## src/rtl/tictactoe_board.sv

```systemverilog
// TicTacToe board store: validates placements, scans the eight lines one per cycle, reports win/tie.
// Optional per-player score counters are enabled with `define TTT_BOARD_SCORE_EN.
module tictactoe_board #(
   parameter int unsigned SCORE_W = 4
) (
   input  logic               clk_100MHz,
   input  logic               reset,
   input  logic               clear,
   input  logic               place_valid,
   input  logic [3:0]         place_cell,
   input  logic               place_player,
   output logic               place_ack,
   output logic               place_reject,
   output logic               busy,
   output logic [8:0]         board_x,
   output logic [8:0]         board_o,
   output logic               win_x,
   output logic               win_o,
   output logic               tie,
   output logic [2:0]         win_line
`ifdef TTT_BOARD_SCORE_EN
   ,
   output logic [SCORE_W-1:0] score_x,
   output logic [SCORE_W-1:0] score_o
`endif
);

   typedef enum logic [1:0] {IDLE, CHECK, OVER} state_t;

   state_t      state, state_next;
   logic [2:0]  line_idx;
   logic        mover;
   logic        hit;
   logic [2:0]  hit_line;

   logic [8:0]  cell_mask;
   logic [8:0]  mover_board;
   logic [8:0]  cur_mask;
   logic        legal, accept, refuse;
   logic        line_match, scan_done, win_now, board_full;
   logic [2:0]  final_line;

   function automatic logic [8:0] line_mask(input logic [2:0] idx);
      case (idx)
         3'd0:    line_mask = 9'b000_000_111;
         3'd1:    line_mask = 9'b000_111_000;
         3'd2:    line_mask = 9'b111_000_000;
         3'd3:    line_mask = 9'b001_001_001;
         3'd4:    line_mask = 9'b010_010_010;
         3'd5:    line_mask = 9'b100_100_100;
         3'd6:    line_mask = 9'b100_010_001;
         default: line_mask = 9'b001_010_100;
      endcase
   endfunction

   always_comb begin
      // Cells 9..15 shift the single bit out of the 9-bit mask, so they never look occupied.
      cell_mask   = 9'd1 << place_cell;
      board_full  = &(board_x | board_o);
      legal       = (place_cell <= 4'd8) && (((board_x | board_o) & cell_mask) == '0);
      accept      = !clear && place_valid && (state == IDLE) && legal;
      refuse      = !clear && place_valid && !accept;
      mover_board = mover ? board_o : board_x;
      cur_mask    = line_mask(line_idx);
      line_match  = (mover_board & cur_mask) == cur_mask;
      scan_done   = (state == CHECK) && (line_idx == 3'd7);
      win_now     = scan_done && (hit || line_match);
      final_line  = hit ? hit_line : line_idx;
      busy        = (state == CHECK);
   end

   always_comb begin
      state_next = state;
      case (state)
         IDLE:    if (accept) state_next = CHECK;
         CHECK:   if (line_idx == 3'd7) state_next = (win_now || board_full) ? OVER : IDLE;
         OVER:    state_next = OVER;
         default: state_next = IDLE;
      endcase
      if (clear) state_next = IDLE;
   end

   always_ff @(posedge clk_100MHz) begin
      if (reset) state <= IDLE;
      else       state <= state_next;
   end

   always_ff @(posedge clk_100MHz) begin
      if (reset) begin
         board_x      <= '0;
         board_o      <= '0;
         win_x        <= 1'b0;
         win_o        <= 1'b0;
         tie          <= 1'b0;
         win_line     <= '0;
         place_ack    <= 1'b0;
         place_reject <= 1'b0;
         line_idx     <= '0;
         mover        <= 1'b0;
         hit          <= 1'b0;
         hit_line     <= '0;
`ifdef TTT_BOARD_SCORE_EN
         score_x      <= '0;
         score_o      <= '0;
`endif
      end else if (clear) begin
         board_x      <= '0;
         board_o      <= '0;
         win_x        <= 1'b0;
         win_o        <= 1'b0;
         tie          <= 1'b0;
         win_line     <= '0;
         place_ack    <= 1'b0;
         place_reject <= 1'b0;
         line_idx     <= '0;
         mover        <= 1'b0;
         hit          <= 1'b0;
         hit_line     <= '0;
      end else begin
         place_ack    <= accept;
         place_reject <= refuse;
         if (accept) begin
            if (place_player) board_o <= board_o | cell_mask;
            else              board_x <= board_x | cell_mask;
            mover    <= place_player;
            line_idx <= '0;
            hit      <= 1'b0;
         end
         if (state == CHECK) begin
            // Keep only the first matching line so a double win reports the lower index.
            if (line_match && !hit) begin
               hit      <= 1'b1;
               hit_line <= line_idx;
            end
            line_idx <= line_idx + 3'd1;
         end
         if (win_now) begin
            win_line <= final_line;
            if (mover) begin
               win_o <= 1'b1;
`ifdef TTT_BOARD_SCORE_EN
               if (score_o != '1) score_o <= score_o + SCORE_W'(1);
`endif
            end else begin
               win_x <= 1'b1;
`ifdef TTT_BOARD_SCORE_EN
               if (score_x != '1) score_x <= score_x + SCORE_W'(1);
`endif
            end
         end else if (scan_done && board_full) begin
            tie <= 1'b1;
         end
      end
   end

endmodule

```

## config.mk

```make
export PLATFORM = sky130hd
export DESIGN_NAME = tictactoe_board
export DESIGN_NICKNAME = d
export VERILOG_FILES = /design/src/rtl/tictactoe_board.sv
export SDC_FILE = /design/constraint.sdc
export NUM_CORES = 1
export LEC_CHECK = 0
export ABC_AREA = 1
export CORE_MARGIN = 8
export CORE_UTILIZATION = 54
export CTS_CLUSTER_SIZE = 30
export DETAILED_ROUTE_END_ITERATION = 8
export GPL_ROUTABILITY_DRIVEN = 1
export MAX_ROUTING_LAYER = met4
export PLACE_DENSITY = 0.92
export SKIP_LAST_GASP = 1
export SYNTH_ARGS = -nofsm -noshare
export SYNTH_HDL_FRONTEND = slang
export SYNTH_SLANG_ARGS = --single-unit
```

## constraint.sdc

```tcl
create_clock -name clk_100MHz -period 4.6 [get_ports clk_100MHz]
set_clock_uncertainty 0.15 [all_clocks]
set_input_delay 0.69 -clock clk_100MHz [delete_from_list [all_inputs] [get_ports clk_100MHz]]
set_output_delay 0.69 -clock clk_100MHz [all_outputs]
set_load 0.01 [all_outputs]
```

## Word-level counts from Yosys, hierarchy flattened

Cells that the tools add are included.

| storage, ports and cells | value |
|---|---|
| register bits after elaboration | 36 |
| input bits | 9 |
| output and inout bits | 27 |
| logic and storage cells | 75 |

| operators by class | value |
|---|---|
| add/sub/neg operators | 1 |
| magnitude comparators | 1 |
| equal/unequal tests | 12 |
| shift operators | 1 |
| multiplexer cells | 12 |
| bitwise logic cells | 8 |
| reductions and logical operators | 27 |

Operators by type and width:

| cell | count |
|---|---|
| 9-bit one-hot mux with 7 select lines | 1 |
| 9-bit OR | 3 |
| 9-bit AND | 2 |
| 2-bit AND reduction | 7 |
| 3-bit == test (second input constant) | 4 |
| 9-bit == test | 1 |
| 1-bit logical AND | 9 |
| 9-bit logical NOT | 1 |
| 3-bit 2-to-1 mux | 3 |
| 9-bit 2-to-1 mux | 1 |
| 9-bit AND reduction | 1 |
| 1-bit by 4-bit << shifter with 9-bit output (first input constant) | 1 |
| 3-bit by 2-bit == test with 1-bit output (second input constant) | 2 |
| 2-bit 2-to-1 mux | 3 |
| 2-bit one-hot mux with 3 select lines | 1 |
| 4-bit <= comparator (second input constant) | 1 |
| 3-bit by 1-bit adder with 3-bit output (second input constant) | 1 |
| 3-bit by 1-bit == test with 1-bit output (second input constant) | 1 |
| 1-bit logical NOT | 3 |
| 3-bit logical NOT | 1 |
| 1-bit 2-to-1 mux | 3 |
| 1-bit NOT | 3 |
| 2-bit by 1-bit == test with 1-bit output (second input constant) | 1 |
| 2-bit == test (second input constant) | 1 |
| 6 further kinds | 7 |

## Longest topological paths before layout

| logic depth | value |
|---|---|
| depth in word-level cells | 10 |
| depth in mapped cells | 15 |
| mapped depth without buffers | 15 |

## Least setup slack after synthesis

Ideal clock, no wire load.

| timing | value |
|---|---|
| path kind | input -> register |
| start | in place_cell[0] |
| end | reg board_x[0] |
| setup time | 0.070 ns |
| arrival time | 1.687 ns |
| path slack | 2.692 ns |
| stages | 8 |
| cells stage by stage | inv_2 > nand3_1 > o21ai_1 > nand3_2 > nor3_4 > buf_6 > nand4_1 > a21oi_1 |

| between the ends | value |
|---|---|
| cells in the longest elaborated chain, start to end | 6 |
| elaborated cells between the ends (all ways) | 8 |
| those cells by class | order compare (1); shift (1); bitwise (2); reduce/logical (4) |

Ends and longest elaborated chain:

| item | RTL line | text |
|---|---|---|
| start, declared | 10 | `input logic [3:0] place_cell,` |
| 1-bit by 4-bit << shifter with 9-bit output | 58 | `cell_mask = 9'd1 << place_cell;` |
| 9-bit AND | 60 | `legal = (place_cell <= 4'd8) && (((board_x \| board_o) & cell_mask) == '0);` |
| 9-bit logical NOT | 60 |  |
| 1-bit logical AND | 60 |  |
| 1-bit logical AND | 61 | `accept = !clear && place_valid && (state == IDLE) && legal;` |
| 2-bit AND reduction (no line) | -- |  |
| end signal, assigned | 124 | `else board_x <= board_x \| cell_mask;` |
| end, declared | 15 | `output logic [8:0] board_x,` |

Several ways; a longest one is shown, not always the timed one.
A chain may end at the register's enable or synchronous reset.

## Final worst setup path

| timing | value |
|---|---|
| start | in place_cell[2] |
| end | reg state[1] |

| between the ends | value |
|---|---|
| cells in the longest elaborated chain, start to end | 7 |
| elaborated cells between the ends (all ways) | 8 |
| those cells by class | order compare (1); eq/ne (1); shift (1); bitwise (1); reduce/logical (4) |

Ends and longest elaborated chain:

| item | RTL line | text |
|---|---|---|
| 1-bit by 4-bit << shifter with 9-bit output | 58 |  |
| 9-bit AND | 60 |  |
| 9-bit logical NOT | 60 |  |
| 1-bit logical AND (*) | 60 |  |
| 1-bit logical AND (*) | 61 |  |
| 2-bit != test (no line) (*) | -- |  |
| 2-bit AND reduction (no line) (*) | -- |  |
| end signal, assigned | 85 | `else state <= state_next;` |
| end, declared | 30 | `state_t state, state_next;` |

Mark *: on every way between the ends. The rest lies on a longest branch, timed or not.

==> flow_metrics.py <==
metrics = {
    "clock_tree": {
        "cts_sinks": 36,
        "cts.htree.levels": 2,
        "cts_made_buffers": 5,
        "cts_tree": "yes",
        "clk_path_buf_depth": 2,
        "postCtsSetupBuffers": 0,
        "postCtsHoldBufs": 0,
        "clk_pin_slew_ps": 70,
        "insertion_delay_ps": 300,
        "cts_root_buffer": "clkbuf_8",
        "post_cts_resized": 0,
    },
    "global_route": {
        "grt_max_degree": 28,
        "grt_usage_pct": 16.9,
        "antenna_found_initial": 0,
        "grt-ovfl-total": 0,
        "grtUsageMet3_pct": 3.46,
        "grt_pass1_vias": 1833,
        "gr-usage-met1_pct": 21.7,
        "busiest_layer": "met2",
        "met2_usage_pct": 23.6,
        "grt_pass1_wl_um": 8290,
    },
    "sta": {
        "slew-limit-headroom_pct": 23.1,
        "rsz0062_at_grt": "no",
        "slew_viol_final": 0,
        "final.setup.tns_ps": 0,
        "finalCriticalPeriod_ps": 2860,
        "max_freq_mhz": 350,
        "worst_slew_pin_slew_ps": 1150,
        "min_period_over_period_pct": 62.2,
        "finalHoldViolations": 0,
        "setup_viol": 0,
    },
    "pwr": {
        "p_leak_nw": 1.01,
        "power_frac_clock_pct": 39.8,
        "p_per_area_nw_per_um2": 239,
        "pwr-share-comb_pct": 7.0,
        "ir_drop_mv": 0.212,
        "p_int_w": 0.000447,
        "p_sw_w": 0.000143,
        "p_seq_share_pct": 53.2,
        "p_total_w": 0.000591,
        "switching_share_pct": 24.3,
    },
    "die": {
        "die_area_um2": 6050,
        "die_h_um": 77.8,
        "initial_utilization_pct": 56.3,
        "coreArea_um2": 3660,
        "die_w_um": 77.8,
        "ios": 36,
        "rows": 22,
    },
    "finish": {
        "layout-drive-gt1-share_pct": 9.12,
        "antenna_cells": 0,
        "n_fill_cell": 315,
        "regArea_um2": 721,
        "fin_nets": 354,
        "multi_input_area_um2": 1060,
        "utilization_pct": 67.5,
        "syn_to_final_growth_pct": 20.0,
    },
    "logic_synthesis": {
        "synth_top_family_by_area": "simple AND/OR/NAND/NOR gates",
        "synth_cell_types": 29,
        "synth.cell_area_um2": 2060,
        "synth_compound_area_share_pct": 12.7,
        "yosysWarningCount": 0,
        "synthMuxAreaShare_pct": 0,
        "synth_fa_ha_area_share_pct": 3.65,
        "synth_xor_area_share_pct": 0,
        "syn-num-nets": 321,
        "synth_seq_cells": 36,
        "synth-seq-area-share_pct": 35.0,
        "avgSynthCellArea_um2": 6.73,
        "yosys.area_share.simple_pct": 35.1,
        "syn_inst": 306,
    },
    "outcome": {
        "outcome": "finished, final reports clean",
    },
    "placement": {
        "port_buffers": 35,
        "dpl.hpwl_um": 3620,
        "place_congestion": 0.947,
    },
    "hold_path": {
        "hp-class": "register to register",
    },
    "routing": {
        "ant_nets": 0,
        "drt_pre_antenna_iters": 5,
        "wl_um": 4910,
        "num_vias": 2051,
        "drtIter0Drc": 125,
        "drcViolationCount": 0,
        "vias_per_cell": 5.29,
        "wl_per_cell_um": 12.7,
    },
    "critical_path": {
        "crit_path_start_kind": "input pin",
        "cp.required_ps": 4680,
        "cp_max_fo": 20,
        "crit_type": "input pin to register",
        "arrival_ps": 2940,
        "cp-end-kind": "register",
    },
    "job": {
        "max_cap_viol_count": 0,
    },
}
state kept, by name (all words and copies together) (netlist names):
register	cells
hit_line	3
place_reject	1
line_idx	3
win_o	1
win_line	3
board_x	9
mover	1
tie	1
place_ack	1
hit	1
board_o	9
win_x	1
state	2
power groups by stage:
stage	Clock [W]	Sequential [W]	Combinational, W
2_1_floorplan	0	0.000321	0.0000280
3_3_place_gp	0	0.000321	0.0000403
3_5_place_dp	0	0.000321	0.0000409
4_1_cts	0.000237	0.000314	0.0000412
5_1_grt	0.000254	0.000314	0.0000457
6_report	0.000235	0.000314	0.0000416
cell usage after synthesis, drive strengths merged:
cell / instances / share of area, %
nor2: 41 / 8.1
inv: 48 / 8.7
buf: 5 / 2.1
ha: 6 / 3.6
o211ai: 1 / 0.36
nand3b: 1 / 0.97
nand2: 73 / 14
clkinv: 2 / 0.36
nand3: 15 / 3.9
a21oi: 36 / 8.7
and3: 1 / 0.30
or2: 1 / 0.30
dlymetal6s2s: 1 / 0.61
nor3: 3 / 1.5
clkbuf: 3 / 1.7
nand4: 19 / 5.8
dfxtp: 36 / 35
o21ai: 14 / 3.6
logic make-up after synthesis:
kind of cell / count (synthesis)
AND/OR/NAND/NOR: 154
AO/OA/AOI/OAI: 51
flip-flops: 36
adder cells (fa/ha/maj): 6
buffers and inverters: 59
worst paths after layout:
path | from | end | slack [ps] | depth (start not counted)
worst max register to register | line_idx[0] | hit_line[0] | 2280 | 12
worst max-delay path | place_cell[2] | state[1] | 1740 | 9
worst min-delay path | win_o | win_o | 300 | 2
worst min register to register | win_o | win_o | 300 | 2
per-stage QoR:
| stage | worst slack, ps | hold WS [ps] | cells | instance area [um2] |
|---|---|---|---|---|
| 2_1_floorplan | 2690 | 324 | 306 | 2060 |
| 5_1_grt | 1510 | 319 | 388 | 2470 |
| 4_1_cts | 1770 | 308 | 388 | 2470 |
| 3_3_place_gp | 1560 | 289 | 380 | 2380 |
| 6_report | 1740 | 303 | 388 | 2470 |
| 3_5_place_dp | 1460 | 295 | 380 | 2380 |
critical path, cell delays in order:
cell and delay, ps:
clkdlybuf4s50_1 570, nor2_1 90, nand2_1 90, nor2_1 50, nor3_2 930, nand3b_4 240, nand2_1 120, nand2_1 60
a21oi_1 100
placed cells by master, fill, tap and decap left out:
cell             netlist  layout
o21ai_1                4       4
nand2_2                5       5
dfxtp_1               36      36
nand3_1               14      14
nor3_1                 1       1
and3_1                 1       1
inv_1                 42      42
nand3_2                1       1
or2_2                  1       1
clkinv_2               0       2
nand2_4                1       1
nand2_1               67      67
o21ai_2                1       1
nor3_2                 1       1
clkbuf_8               2       6
nor3_4                 1       1
o211ai_1               1       1
inv_2                  6       6
nor2_1                36      36
a21oi_1               36      36
clkinv_1               2       2
nand3b_4               1       1
nand4_1               19      19
clkdlybuf4s50_1        0      35
ha_1                   6       6
o21ai_0                9       9
nor2_2                 5       5
metal layers:
| metal | up-vias | share of wire [%] | wire length (um) |
|---|---|---|---|
| met1 | 904 | 44 | 2180 |
| met4 | 0 | 2.5 | 122 |
| met3 | 11 | 8.2 | 403 |
| li1 | 1049 | - | - |
| met5 | - | 0 | 0 |
| met2 | 87 | 45 | 2210 |
area by class of cell:
class	instances	share of cell area, %
multi-input cells	211	42.9
flip-flops and latches	36	29.2
repair buffers	35	14.2
inverters	50	7.59
clock buffers	6	3.34
well taps	48	2.43
clock inverters	2	0.405
Note: power is estimated with default switching activity, not from simulation.
